--- src/rtl/latch_pkg.sv ---
// ---------------------------------------------------------------------------
// latch_pkg
// Shared types and defaults for the latch-to-serial bridge.
//   capture_state_t : capture FSM (idle / enable latch output / sample bus)
//   ser_state_t     : serializer FSM (idle / load shift register / shift)
//   DEF_DEPTH       : default FIFO depth
//   DEF_BIT_CYC     : default clk cycles per serial bit
// ---------------------------------------------------------------------------
package latch_pkg;

   localparam int DEF_DEPTH   = 4;
   localparam int DEF_BIT_CYC = 4;

   typedef enum logic [1:0] {
      C_IDLE = 2'd0,
      C_EN   = 2'd1,
      C_SAMP = 2'd2
   } capture_state_t;

   typedef enum logic [1:0] {
      S_IDLE  = 2'd0,
      S_LOAD  = 2'd1,
      S_SHIFT = 2'd2
   } ser_state_t;

   // The upstream latch drives the bus while we enable it and while we sample.
   function automatic logic oe_active(input capture_state_t s);
      return (s == C_EN) || (s == C_SAMP);
   endfunction

endpackage

--- src/rtl/byte_fifo.sv ---
// ---------------------------------------------------------------------------
// byte_fifo
// Byte-wide FIFO, DEPTH entries (power of two), no write-to-read bypass.
//   clk, rst_b : clock, asynchronous active-low reset (clears pointers/count)
//   push, din  : write din at the tail
//   pop, dout  : dout shows the head; pop advances past it
//   full/empty : occupancy flags, cnt : current occupancy
// ---------------------------------------------------------------------------
module byte_fifo
   import latch_pkg::*;
#(
   parameter int DEPTH = DEF_DEPTH
) (
   input  logic                    clk,
   input  logic                    rst_b,
   input  logic                    push,
   input  logic                    pop,
   input  logic [7:0]              din,
   output logic [7:0]              dout,
   output logic                    full,
   output logic                    empty,
   output logic [$clog2(DEPTH):0]  cnt
);

   localparam int AW = $clog2(DEPTH);
   localparam logic [AW:0] FULL_CNT = (AW+1)'(DEPTH);

   logic [7:0]    mem [DEPTH];
   logic [AW-1:0] wr_ptr_q, wr_ptr_d;
   logic [AW-1:0] rd_ptr_q, rd_ptr_d;
   logic [AW:0]   cnt_q, cnt_d;

   // Pointers are exactly AW bits wide, so they wrap modulo DEPTH for free.
   always_comb begin
      wr_ptr_d = wr_ptr_q;
      rd_ptr_d = rd_ptr_q;
      cnt_d    = cnt_q;
      if (push) wr_ptr_d = wr_ptr_q + 1'b1;
      if (pop)  rd_ptr_d = rd_ptr_q + 1'b1;
      case ({push, pop})
         2'b10:   cnt_d = cnt_q + 1'b1;
         2'b01:   cnt_d = cnt_q - 1'b1;
         default: cnt_d = cnt_q;
      endcase
   end

   always_ff @(posedge clk or negedge rst_b) begin
      if (!rst_b) begin
         wr_ptr_q <= '0;
         rd_ptr_q <= '0;
         cnt_q    <= '0;
      end else begin
         wr_ptr_q <= wr_ptr_d;
         rd_ptr_q <= rd_ptr_d;
         cnt_q    <= cnt_d;
      end
   end

   // Storage carries no reset; stale contents are unreachable once cnt is 0.
   always_ff @(posedge clk) begin
      if (push) mem[wr_ptr_q] <= din;
   end

   // Head is read straight from storage, never from din.
   assign dout  = mem[rd_ptr_q];
   assign full  = (cnt_q == FULL_CNT);
   assign empty = (cnt_q == '0);
   assign cnt   = cnt_q;

   a_no_push_full: assert property (@(posedge clk) disable iff (!rst_b) !(push && full));
   a_no_pop_empty: assert property (@(posedge clk) disable iff (!rst_b) !(pop && empty));

endmodule

--- src/rtl/latch_serializer.sv ---
// ---------------------------------------------------------------------------
// latch_serializer
// Pulls bytes from an upstream octal latch (enabling its outputs for one
// settle cycle before sampling), queues them, and shifts them out MSB first.
//   clk, rst_b         : clock, asynchronous active-low reset
//   bus_d, bus_oe_b    : latch Q outputs / latch output enable (low = drive)
//   req, ack           : byte waiting (level) / byte taken (1-cycle pulse)
//   ser_out, ser_clk   : serial data, bit clock (high in 2nd half of a bit)
//   frame              : high for the 8 bit periods of each byte
//   fifo_full/empty/cnt: queue status
// ---------------------------------------------------------------------------
module latch_serializer
   import latch_pkg::*;
#(
   parameter int DEPTH   = DEF_DEPTH,
   parameter int BIT_CYC = DEF_BIT_CYC
) (
   input  logic                    clk,
   input  logic                    rst_b,
   input  logic [7:0]              bus_d,
   output logic                    bus_oe_b,
   input  logic                    req,
   output logic                    ack,
   output logic                    ser_out,
   output logic                    ser_clk,
   output logic                    frame,
   output logic                    fifo_full,
   output logic                    fifo_empty,
   output logic [$clog2(DEPTH):0]  fifo_cnt
);

   localparam int PW = $clog2(BIT_CYC);
   localparam logic [PW-1:0] PH_HALF = PW'(BIT_CYC / 2);
   localparam logic [PW-1:0] PH_LAST = PW'(BIT_CYC - 1);

   logic       push, pop;
   logic [7:0] fifo_dout;

   // ---------------- capture FSM ----------------
   capture_state_t cap_q, cap_d;
   logic           bus_oe_b_q, bus_oe_b_d;
   logic           ack_q, ack_d;

   // Outputs are registered from the next state so bus_oe_b never glitches.
   always_comb begin
      cap_d = cap_q;
      case (cap_q)
         C_IDLE:  if (req && !fifo_full) cap_d = C_EN;
         C_EN:    cap_d = C_SAMP;
         C_SAMP:  cap_d = C_IDLE;
         default: cap_d = C_IDLE;
      endcase
      bus_oe_b_d = !oe_active(cap_d);
      ack_d      = (cap_d == C_SAMP);
   end

   assign push = (cap_q == C_SAMP);

   // ---------------- serializer FSM + shift datapath ----------------
   ser_state_t    ser_q, ser_d;
   logic [7:0]    shreg_q, shreg_d;
   logic [PW-1:0] phase_q, phase_d;
   logic [2:0]    bit_cnt_q, bit_cnt_d;
   logic          ser_out_q, ser_out_d;
   logic          ser_clk_q, ser_clk_d;
   logic          frame_q, frame_d;

   always_comb begin
      ser_d     = ser_q;
      shreg_d   = shreg_q;
      phase_d   = phase_q;
      bit_cnt_d = bit_cnt_q;
      pop       = 1'b0;
      case (ser_q)
         S_IDLE: if (!fifo_empty) ser_d = S_LOAD;
         S_LOAD: begin
            pop       = 1'b1;
            shreg_d   = fifo_dout;
            phase_d   = '0;
            bit_cnt_d = '0;
            ser_d     = S_SHIFT;
         end
         S_SHIFT: begin
            if (phase_q == PH_LAST) begin
               shreg_d   = {shreg_q[6:0], 1'b0};
               phase_d   = '0;
               bit_cnt_d = bit_cnt_q + 1'b1;
               if (bit_cnt_q == 3'd7) ser_d = fifo_empty ? S_IDLE : S_LOAD;
            end else begin
               phase_d = phase_q + 1'b1;
            end
         end
         default: ser_d = S_IDLE;
      endcase
      // Serial outputs are decoded from next state and registered.
      frame_d   = (ser_d == S_SHIFT);
      ser_out_d = frame_d & shreg_d[7];
      ser_clk_d = frame_d & (phase_d >= PH_HALF);
   end

   always_ff @(posedge clk or negedge rst_b) begin
      if (!rst_b) begin
         cap_q      <= C_IDLE;
         bus_oe_b_q <= 1'b1;
         ack_q      <= 1'b0;
         ser_q      <= S_IDLE;
         shreg_q    <= '0;
         phase_q    <= '0;
         bit_cnt_q  <= '0;
         ser_out_q  <= 1'b0;
         ser_clk_q  <= 1'b0;
         frame_q    <= 1'b0;
      end else begin
         cap_q      <= cap_d;
         bus_oe_b_q <= bus_oe_b_d;
         ack_q      <= ack_d;
         ser_q      <= ser_d;
         shreg_q    <= shreg_d;
         phase_q    <= phase_d;
         bit_cnt_q  <= bit_cnt_d;
         ser_out_q  <= ser_out_d;
         ser_clk_q  <= ser_clk_d;
         frame_q    <= frame_d;
      end
   end

   byte_fifo #(.DEPTH(DEPTH)) u_fifo (
      .clk   (clk),
      .rst_b (rst_b),
      .push  (push),
      .pop   (pop),
      .din   (bus_d),
      .dout  (fifo_dout),
      .full  (fifo_full),
      .empty (fifo_empty),
      .cnt   (fifo_cnt)
   );

   assign bus_oe_b = bus_oe_b_q;
   assign ack      = ack_q;
   assign ser_out  = ser_out_q;
   assign ser_clk  = ser_clk_q;
   assign frame    = frame_q;

endmodule
--- config.mk ---
export PLATFORM = sky130hd
export DESIGN_NAME = latch_serializer
export DESIGN_NICKNAME = d
export VERILOG_FILES = /design/src/rtl/latch_pkg.sv /design/src/rtl/byte_fifo.sv /design/src/rtl/latch_serializer.sv
export SDC_FILE = /design/constraint.sdc
export NUM_CORES = 1
export LEC_CHECK = 0
export BUFFER_PORTS_ARGS = -buffer_cell sky130_fd_sc_hd__buf_2
export CORE_MARGIN = 8
export CORE_UTILIZATION = 26
export DETAILED_ROUTE_END_ITERATION = 6
export PLACE_DENSITY = 0.46
export SYNTH_ARGS = -nofsm -noshare
export SYNTH_HDL_FRONTEND = slang
export SYNTH_SLANG_ARGS = --single-unit
--- constraint.sdc ---
create_clock -name clk -period 4.85 [get_ports clk]
set_input_delay 0.485 -clock clk [delete_from_list [all_inputs] [get_ports clk]]
set_output_delay 0.485 -clock clk [all_outputs]
set_load 0.005 [all_outputs]
==> impl.org <==
** Outcome
- The run finished with clean final reports.

** Yosys
- Primary FF master, synth :: edfxtp_1
- In the synthesized netlist the async set-or-reset flop fraction comes to 0.467.
- The cell count after synthesis came out at 169.
- Count of flip-flops with a built-in enable after synthesis :: 32
- Synth Register Bits :: 60
- The mapped netlist covers 2600 µm².
- Syn Nets :: 193
- Count of unique library cells instantiated by Yosys :: 40
- During synthesis, Yosys emitted a total of 0 warnings.
- The average instance in the mapped netlist occupies 15.4 µm².
- Of the synthesized area, sequential elements account for 0.639.

** Timing
- The worst pin sits at a relative slew slack of 0.590.
- Setup repair after global routing left no endpoint under its margin.
- Final Hold Fails :: 0
- The number of slew-limit violations in the final report came to 0.
- Timing would allow up to 491 MHz.
- For the pin with the worst max-slew slack, the measured transition is 0.615 ns.
- Clock Skews :: between 0.009 and 0.01 ns
- Summed over all failing endpoints, the final setup total negative slack is 0 ns.
- Setup-violating endpoint count in the final report :: 0
- Minimum period implied by the final worst setup slack :: 2.04 ns
- Crit share post-route :: 0.420

** Global routing
- For this run, global-route usage on met3 was measured as 0.0234.
- After global routing the overflow that remains totals 0.
- Entering global routing, the biggest net connects 29 pins.
- For met2 alone, demand over resource in global routing was 0.115.
- M1 GR Usage :: 0.0825
- Via count of the first global-routing pass :: between 1,000 and 1,500
- Initial antenna violation count :: 0
- In the global route stage, overall resource usage came out at 0.0724.
- The first global-routing pass estimated 7.27 mm of wire.
- After global routing, the most crowded layer is met2.

** Clock network
- Buffers inserted to repair hold after CTS numbered 0.
- Post-CTS repair timing setup buffer count :: 0
- Clk root buf :: clkbuf_8
- Reg clk slew, reported paths :: 0.08 ns
- TritonCTS built the clock tree.
- Latest clock arrival within the worst-skew pair :: 0.34 ns
- After clock tree synthesis, the repair step resized 0 gates.
- CTS saw 60 sinks.
- Number of levels in the clock H-tree :: 3
- Counting the buffers created by CTS gives 9.
- The longest clock path from root to sink contains 2 buffers.

** Floorplanning
- Number of primary I/O pins :: 21
- The die covers ~13,000 µm².
- Horizontal die dimension :: 116 µm
- Initial cell density of the core :: 0.267
- The region available for standard cell placement spans 9730 µm².
- Number of cell rows :: 36
- The die is 116 µm tall.

** Setup path
- Worst endpoint required time :: 5.06 ns
- Highest-delay cell along the critical path :: mux2i_1
- STA classifies the critical path endpoint as a flip-flop.
- Arrival time worst endpoint :: ~2.2 ns
- Cells along the critical path :: inv_1, ha_1, mux2i_1, nand3b_1, o21ai_0
- The worst setup path is launched from a flip-flop.
- Critical path buffers and inverters :: 1
- Biggest cell delay along the critical path :: 0.54 ns
- Along the worst path, the maximum fanout reaches 10.
- Broken down by cell family, the worst path's largest delay share belongs to multiplexers.
- The critical path in this run is classified as reg2reg.

** Pwr
- For this design the ratio of total power to cell area is a little under 600 nW/µm².
- LEAKAGE :: approximately 1.3 nW
- Worst supply voltage drop on vdd :: ~150 µV
- Post-layout power :: 0.00180 W

** Layout
- After filler insertion, the fill cell instance count of the layout stands at roughly 1,000.
- Fraction of final layout cells with drive strength greater than 1 :: 0.216
- Registers take 1660 µm².
- Antenna cells :: 0
- At the end of the flow, the number of nets in the layout was 218.
- Area occupied by multi-input gates :: 817 µm²
- Compared with the post-synthesis result, the final layout area differs by 17.7%.

** Route
- Total routed wirelength :: about 4.4 mm
- Number of vias after detailed routing :: roughly 1,400
- Residual DRC :: 0
- In the routed layout, each cell is associated on average with a via count of just over 4.
- After the first detailed-routing iteration, the DRC count stood at 41.
- Average routed wire per standard cell :: 13.2 µm
- Once detail routing completed, the nets flagged for antenna violations numbered 0.
- Before antenna repair, the detailed router went through 3 iterations.

** Placement
- Placer congestion estimate :: 0.630
- Count of buffers from port buffering :: 20
- After legalization and detailed placement, the total HPWL measured 3.01 mm.

** Worst hold path
- The path class of the tightest hold or removal check is in2async.

** Flow run
- Max-cap violations :: 0
-- logic make-up after synthesis --
family          count (synthesis)  synth area share
compound gates                 26            0.0702
simple gates                   27            0.0592
buf+inv                        24            0.0467
mux                            12            0.0957
fa+ha+maj                      13            0.0654
xor+xnor                        7            0.0236
flops                          60             0.639
-- path summary, 6_finish.rpt --
path | from | endpoint | slack, ns | cells past startpoint
setup / recovery | ser_q[0] | shreg_q[6] | 2.81 | 5
hold / removal | rst_b | bit_cnt_q[2] | 0.15 | 1
setup reg to reg | ser_q[0] | shreg_q[6] | 2.81 | 5
hold reg to reg | cap_q[0] | cap_q[0] | 0.47 | 1
max in group asynchronous | rst_b | shreg_q[5] | 4.29 | 1
min in group clk | bus_d[2] | u_fifo.mem[3][2] | 0.36 | 1
-- state kept, by name, summed over array words and instances, names as in the netlist, named ones only --
register         flops
bus_oe_b             1
u_fifo.rd_ptr_q      2
cap_q                1
frame                1
ser_q                2
bit_cnt_q            3
shreg_q              8
ser_clk              1
u_fifo.wr_ptr_q      2
phase_q              1
u_fifo.cnt           3
u_fifo.mem          32
ser_out              1
ack                  1
-- where the power goes --
part	internal [W]	switching (W)
sequential	0.000670	0.000103
combinational	0.000233	0.000245
clock	0.000344	0.000208
total	0.00125	0.000557
-- area by class of cell --
type,count,share of cell area
Tap cell,133,0.0544
Clock buffer,9,0.0405
Timing Repair Buffer,20,0.0327
Multi-Input combinational cell,85,0.267
Inverter,18,0.0221
Sequential cell,60,0.543
Clock inverter,7,0.0405
-- layer usage --
metal,wire length (µm),part of all wire
met1,2040,0.47
met2,2090,0.48
met3,146,0.033
met4,104,0.024
met5,0,0
-- synthesized netlist by cell type (all sizes together), types with 2 or more instances --
master / instances / share of area
xor2: 4 / 0.013
a22o: 3 / 0.010
mux2i: 2 / 0.0077
xnor2: 3 / 0.010
o21ai: 10 / 0.019
and2: 6 / 0.014
nor3: 2 / 0.0038
buf: 3 / 0.0087
inv: 18 / 0.026
nor2: 3 / 0.0043
dfrtp: 27 / 0.26
mux2: 2 / 0.0087
mux4: 8 / 0.079
nor2b: 3 / 0.0072
ha: 12 / 0.058
clkbuf: 3 / 0.012
and3: 3 / 0.0072
edfxtp: 32 / 0.37
a22oi: 6 / 0.017
nand2: 4 / 0.0058
-- metrics by stage --
stage               utilization  hold slack (ns)  std cells  cell area, µm²  setup WS, ns
floorplan                     -            0.189        169            2600          3.05
global placement          0.289            0.472        316            2810          2.83
detailed placement        0.289            0.465        316            2810          2.82
CTS                       0.315            0.171        332            3060          2.81
global route              0.315            0.207        332            3060          2.65
finish                    0.315            0.150        332            3060          2.81
-- layout by cell type, fill, tap and decap left out, types with 6 or more instances in the layout --
cell type / synthesis / layout
inv_1: 18 / 18
dfrtp_1: 27 / 27
o21ai_0: 9 / 9
a22oi_1: 6 / 6
edfxtp_1: 32 / 32
buf_2: 0 / 20
mux4_1: 7 / 7
ha_1: 12 / 12
and2_1: 6 / 6
clkbuf_8: 2 / 9
Note: power is estimated with default switching activity, not from simulation.
